===== src/rtl/wptr_full_ctrl.sv =====
// Write-domain pointer, full / almost-full / level controller for the async FIFO.
// Optional sticky overflow flag is built when WPTR_OVERFLOW_FLAG_EN is defined.
module wptr_full_ctrl #(
    parameter int unsigned ADDRSIZE     = 4,
    parameter int unsigned AFULL_THRESH = (1 << ADDRSIZE) - 2
) (
    input  logic                wclk,
    input  logic                wrst_n,
    input  logic [ADDRSIZE:0]   wq2_rptr,
    input  logic                winc,
    input  logic                wovf_clr,
    output logic [ADDRSIZE-1:0] waddr,
    output logic [ADDRSIZE:0]   wptr,
    output logic                wfull,
    output logic                walmost_full,
    output logic [ADDRSIZE:0]   wlevel,
    output logic                woverflow
);

    localparam int unsigned PW = ADDRSIZE + 1;
    localparam logic [PW-1:0] AFULL_LVL = PW'(AFULL_THRESH);

    logic [PW-1:0] wbin_q, wbin_d;
    logic [PW-1:0] wptr_q, wptr_d;
    logic [PW-1:0] wlevel_q, wlevel_d;
    logic          wfull_q, wfull_d;
    logic          wafull_q, wafull_d;
    logic          we_c;
    logic [PW-1:0] rbin_s;
    logic [PW-1:0] full_cmp_c;

    // Gray-to-binary of the synchronized read pointer: each bit is the XOR of itself and all higher bits
    always_comb begin
        rbin_s = '0;
        for (int i = 0; i < int'(PW); i++) begin
            rbin_s[i] = ^(wq2_rptr >> i);
        end
    end

    assign full_cmp_c = {~wq2_rptr[ADDRSIZE:ADDRSIZE-1], wq2_rptr[ADDRSIZE-2:0]};

    always_comb begin
        we_c     = winc & ~wfull_q;
        wbin_d   = wbin_q + PW'(we_c);
        wptr_d   = (wbin_d >> 1) ^ wbin_d;
        wlevel_d = wbin_d - rbin_s;
        wfull_d  = (wptr_d == full_cmp_c);
        wafull_d = (wlevel_d >= AFULL_LVL);
    end

    always_ff @(posedge wclk or negedge wrst_n) begin
        if (!wrst_n) begin
            wbin_q   <= '0;
            wptr_q   <= '0;
            wlevel_q <= '0;
            wfull_q  <= 1'b0;
            wafull_q <= 1'b0;
        end else begin
            wbin_q   <= wbin_d;
            wptr_q   <= wptr_d;
            wlevel_q <= wlevel_d;
            wfull_q  <= wfull_d;
            wafull_q <= wafull_d;
        end
    end

`ifdef WPTR_OVERFLOW_FLAG_EN
    logic wovf_q, wovf_d;

    // Set has priority over clear when both occur in one cycle
    always_comb begin
        wovf_d = wovf_q;
        if (winc & wfull_q) begin
            wovf_d = 1'b1;
        end else if (wovf_clr) begin
            wovf_d = 1'b0;
        end
    end

    always_ff @(posedge wclk or negedge wrst_n) begin
        if (!wrst_n) begin
            wovf_q <= 1'b0;
        end else begin
            wovf_q <= wovf_d;
        end
    end

    assign woverflow = wovf_q;
`else
    logic unused_wovf_clr;
    assign unused_wovf_clr = wovf_clr;
    assign woverflow       = 1'b0;
`endif

    assign waddr        = wbin_q[ADDRSIZE-1:0];
    assign wptr         = wptr_q;
    assign wlevel       = wlevel_q;
    assign wfull        = wfull_q;
    assign walmost_full = wafull_q;

endmodule

===== config.mk =====
export PLATFORM = sky130hd
export DESIGN_NAME = wptr_full_ctrl
export DESIGN_NICKNAME = d
export VERILOG_FILES = /design/src/rtl/wptr_full_ctrl.sv
export SDC_FILE = /design/constraint.sdc
export NUM_CORES = 1
export LEC_CHECK = 0
export BUFFER_PORTS_ARGS = -buffer_cell sky130_fd_sc_hd__buf_2
export CAP_MARGIN = 20
export CORE_ASPECT_RATIO = 1.1
export CORE_MARGIN = 1.5
export CORE_UTILIZATION = 40
export CTS_CLUSTER_SIZE = 12
export DETAILED_ROUTE_END_ITERATION = 8
export MAX_ROUTING_LAYER = met4
export PLACE_DENSITY = 0.75
export SETUP_SLACK_MARGIN = 0.5
export SLEW_MARGIN = 20
export SYNTH_ARGS = -nofsm -noshare
export SYNTH_HDL_FRONTEND = slang
export SYNTH_SLANG_ARGS = --single-unit

===== constraint.sdc =====
create_clock -name wclk -period 3.05 [get_ports wclk]
set_input_delay 0 -clock wclk [delete_from_list [all_inputs] [get_ports wclk]]
set_output_delay 0 -clock wclk [all_outputs]
set_load 0.1 [all_outputs]

==> results of run 1 <==
[sequential cells by signal, indices dropped and copies added, names as in the netlist]
register	flops
wfull	1
wlevel	5
wbin_q	5
walmost_full	1
wptr	4
[stage by stage]
step	utilization, %	hold slack (ps)
floorplan	-	-296
global placement	51.6	-79.1
detailed placement	51.6	-66.4
CTS	53.8	22.5
global route	54.7	25.3
finish	54.7	33.7
[per-layer routing]
layer | track usage (%) | share of wire [%]
met1 | 14.3 | 43
met5 | - | 0
met2 | 25.2 | 51
met4 | 8.57 | 1.8
met3 | 2.26 | 4.1
[cell usage after synthesis]
cell type	instances
xnor2_1	9
xor2_2	2
inv_1	7
nor2b_1	2
xnor3_1	1
o21ai_1	2
buf_4	1
dfrtp_1	16
a221oi_2	1
xor2_1	7
conb_1	1
nand3_2	1
o211a_1	1
a21oi_1	1
xor3_2	1
nor3_1	1
fa_1	1
xnor2_2	1
ha_1	5
a21boi_1	1
a311oi_1	1
or3_1	2
nand3_1	3
or2_1	2
buf_6	1
a311o_1	1
nand2_1	2
[timing repair]
item                                   CTS  global route
hold buffers                             1             0
resized for setup                        0             3
setup endpoints to repair                0             2
setup buffers                            0             0
endpoints found under the hold margin   16             0
[path summary, 6_finish.rpt]
path                       slack [ps]  depth (start not counted)                endpoint
max                               670                          9  walmost_full$_DFF_PN0_
min                                30                          3         wfull$_DFF_PN0_
max reg2reg                       670                          9  walmost_full$_DFF_PN0_
min reg2reg                       640                          2     wbin_q[4]$_DFF_PN0_
max in group asynchronous        2610                          2         wfull$_DFF_PN0_
min in group asynchronous         160                          2       wptr[2]$_DFF_PN0_
[placed cells by master (no fill, tap or decap), types with 2 or more instances in the layout]
cell and n:
o21ai_1 2, ha_4 2, inv_1 7, xor2_2 2, ha_1 2, xnor2_1 9
dfrtp_4 2, or3_1 2, nand3_1 3, or2_1 2, buf_2 23, nand2_1 2
xor2_1 7, clkbuf_4 3, dfrtp_1 13
[worst max-delay path, cell delays in order (launching register included)]
cell	delay, ps
dfrtp_4	480
nor2b_1	130
ha_2	230
ha_4	180
inv_1	90
fa_2	430
nor2b_4	130
nor3_1	70
o211a_1	230
a311o_1	310
[cell type report]
type                       count  area, sq um  area share (%)
sequential                    16          409            35.9
multi-input combinational     49          502            44.0
clock buffer                   4         36.3            3.18
inverter                       7         26.3            2.30
tap                           28         35.0            3.07
timing repair buffer          25          133            11.6
[logic make-up (layout without fill, tap and decap cells)]
| family | after synthesis | count (layout) | share of synthesized area [%] |
|---|---|---|---|
| other | 1 | 1 | 0.412 |
| adder cells (fa/ha/maj) | 6 | 6 | 9.08 |
| AO/OA/AOI/OAI | 8 | 8 | 7.29 |
| XOR/XNOR | 21 | 21 | 26.0 |
| flip-flops | 16 | 16 | 44.0 |
| buffers and inverters | 9 | 36 | 4.95 |
| AND/OR/NAND/NOR | 13 | 13 | 8.25 |
==> flow_summary.ini, run 1 <==
[status]
status = finished, final reports clean

[sta]
post-route-period-util_pct = 78.1
rsz0062_at_grt = false
period_needed_ps = 2380
hold_viol_final = 0
fmax_mhz = 420
clock_skew_ps = 1.38
drv_slew = 0
setup_slack_ps = 669
setup_tns_ps = 0
setup_viol = 0

[cts]
cts.sinks = 16
worstSkewPairLatency_ps = 280
cts_tree = built
clockBufferDepth = 2
cts-root-buf = clkbuf_4
numCtsBuffers = 3
clkTransAtPathRegs_ps = 90
htreeDepth = 1

[place]
dp_hpwl_um = 1190
pre_cts_slack_ps = 527
dp_cells = 124
io_buffers = 23
post_dp_cell_area_sq_um = 1070
gp_congestion = 0.750

[global_routing]
antenna_found_initial = 0
grt.overflow.total = 0
grt_pass1_wl_um = 2550
grt_max_degree = 17
grt_use_total_pct = 13.8
grt_pass1_vias = 610

[cells_and_area]
final_cell_count_no_fill = 129
layout-drive-gt1-share_pct = 41.6
fin_area_sq_um = 1140
fillers = 198
area_growth_pct = 25.4
fin_nets = 117
antennaDiodeCount = 0

[logic_synthesis]
synth_top_area_share_pct = 44.0
synth_cell_types = 27
synth-seq-area-share_pct = 44.0
syn_avg_cell_area_sq_um = 12.3
yosysTopAreaCell = dfrtp_1
synthCells = 74
synth_area_leaders = dfrtp_1 (44%), xnor2_1 (8.7%), ha_1 (6.9%)
synth_fp_nets = 89
yosys_warnings = 0
syn_area_sq_um = 910
synth_seq_cells = 16

[setup_path]
critPathKind = flop to flop
crit_path_end_kind = flop
cp_max_fo = 6
start_kind = flop
cp.arrival_ps = 2550
reg2reg_from = wfull$_DFF_PN0_
timing.critical_path.from = wfull$_DFF_PN0_
critPathRequiredTime_ps = 3220

[floorplanning]
num_rows = 17
die_x_um = 48.5
initial_core_util_pct = 43.6
io_pins = 26
die_h_um = 53.0
fp.coreArea_sq_um = 2080
die_area_sq_um = 2570

[routing]
wl_um = 1480
avgRoutedWirePerCell_um = 11.5
drtPass1Iterations = 3
drc_errors = 0
postRouteAntennaNets = 0
drt-initial-drc-count = 3
viasPerCell = 4.66
num_vias = 601

[min_path]
hold_path.class = input port to flop
worstHoldStart = wq2_rptr[4]

[flow_run]
cap_violations = 0
Power of run 1 is not shown: default switching activity piles up to over one toggle a cycle in this logic, so the estimate is an artifact.
==> run 2, diff against run 1 <==
Settings changed: PLACE_DENSITY 0.75 to 0.78.
Clock period 3.05 ns to 2 ns, I/O delays scaled along.
==> flow_summary.ini, run 2 (same netlist as run 1, synthesis figures left out) <==
[floorplanning]
die_x_um = 48.5
die_h_um = 53.0
num_rows = 17
initial_core_util_pct = 43.6
die_area_sq_um = 2570
io_pins = 26
fp.coreArea_sq_um = 2080

[place]
io_buffers = 23
gp_congestion = 0.750
dp_hpwl_um = 1380
pre_cts_slack_ps = -273

[sta]
setup_slack_ps = -206
fmax_mhz = 453
clock_skew_ps = 7.51
setup_viol = 4
rsz0062_at_grt = true
post-route-period-util_pct = 110
hold_viol_final = 0
timing.hold.ws_ps = 94.9
drv_slew = 0
period_needed_ps = 2210

[global_routing]
grt_pass1_vias = 693
antenna_found_initial = 0
grt_pass1_wl_um = 3040
grt_use_total_pct = 16.3
grt_max_degree = 17
grt.overflow.total = 0

[cts]
cts.sinks = 16
cts_tree = built
worstSkewPairLatency_ps = 290
clockBufferDepth = 2
clkTransAtPathRegs_ps = 90
cts-root-buf = clkbuf_4
numCtsBuffers = 3
htreeDepth = 1

[setup_path]
crit_top_cell = ha_4
worstPathCellList = nor2b_4 > ha_4 > ha_4 > xor2_4 > ha_4 > nor2b_4 > o21ai_2 > a311oi_2 > a311o_1
critPathRequiredTime_ps = 2170
cp.arrival_ps = 2380
crit_family = compound AO/OA/AOI/OAI gates
start_kind = flop
cp_num_buf_inv = 0
crit_slowest_cell = dfrtp_4
worst_path_largest_cell_delay_ps = 500
crit_path_end_kind = flop
cp_max_fo = 4
critPathKind = flop to flop

[routing]
num_vias = 684
wl_um = 1880
viasPerCell = 4.56
avgRoutedWirePerCell_um = 12.5
postRouteAntennaNets = 0
drc_errors = 0
drt-initial-drc-count = 14
drtPass1Iterations = 4

[cells_and_area]
antennaDiodeCount = 0
layout-drive-gt1-share_pct = 66.4
fin_nets = 138
layout.cells.most_common_list = buf_2 (23), buf_4 (18), dfrtp_1 (12)
final_common_cell = buf_2
area_growth_pct = 59.0

[status]
status = finished with violations
violations = setup timing

[min_path]
hold_path.class = input port to flop

[flow_run]
cap_violations = 0
-- run 2: worst paths after layout --
kind | start | end | slack (ps) | cells past startpoint
setup / recovery | wfull$_DFF_PN0_ | walmost_full$_DFF_PN0_ | -210 | 9
min in group asynchronous | wrst_n | wptr[2]$_DFF_PN0_ | 140 | 2
max in group asynchronous | wrst_n | wbin_q[0]$_DFF_PN0_ | 1580 | 2
hold / removal | wq2_rptr[0] | wfull$_DFF_PN0_ | 90 | 4
hold reg to reg | wbin_q[0]$_DFF_PN0_ | wbin_q[0]$_DFF_PN0_ | 700 | 2
setup reg to reg | wfull$_DFF_PN0_ | walmost_full$_DFF_PN0_ | -210 | 9
-- run 2: what timing repair did --
item,CTS,global route
setup buffers,2,2
hold buffers,1,0
pin swaps,11,8
endpoints found under the setup margin,10,12
gates resized for setup,10,8
hold endpoints to repair,16,0
-- run 2: final cells by class --
class,instances,area (sq um)
multi-input cells,49,631
flip-flops and latches,16,410
fillers,139,638
well taps,28,35.0
repair buffers,46,305
inverters,7,28.8
clock buffers,4,36.3
-- run 2: tightest hold or removal path, delay by kind of cell --
kind,cells,cell delay (ps)
simple gates,1,110
buf+inv,1,100
xor+xnor,1,70
compound gates,1,70
-- run 2: routing by layer --
| metal | wire length [um] | GRT usage (%) | vias to the layer above |
|---|---|---|---|
| met5 | 0 | - | - |
| met4 | 42 | 10.0 | 0 |
| met1 | 775 | 18.1 | 322 |
| met3 | 74 | 1.13 | 4 |
| met2 | 985 | 29.6 | 21 |
| li1 | - | - | 337 |
-- run 2: per-stage QoR --
step / area, sq um / TNS [ps] / cells / util, %
2_1_floorplan: 1000 / -1080 / 74 / -
3_3_place_gp: 1270 / -520 / 141 / 60.9
3_5_place_dp: 1270 / -683 / 141 / 60.9
4_1_cts: 1390 / -379 / 148 / 66.5
5_1_grt: 1450 / -807 / 150 / 69.4
6_report: 1450 / -508 / 150 / 69.4
Power of run 2 is left out for the same reason.
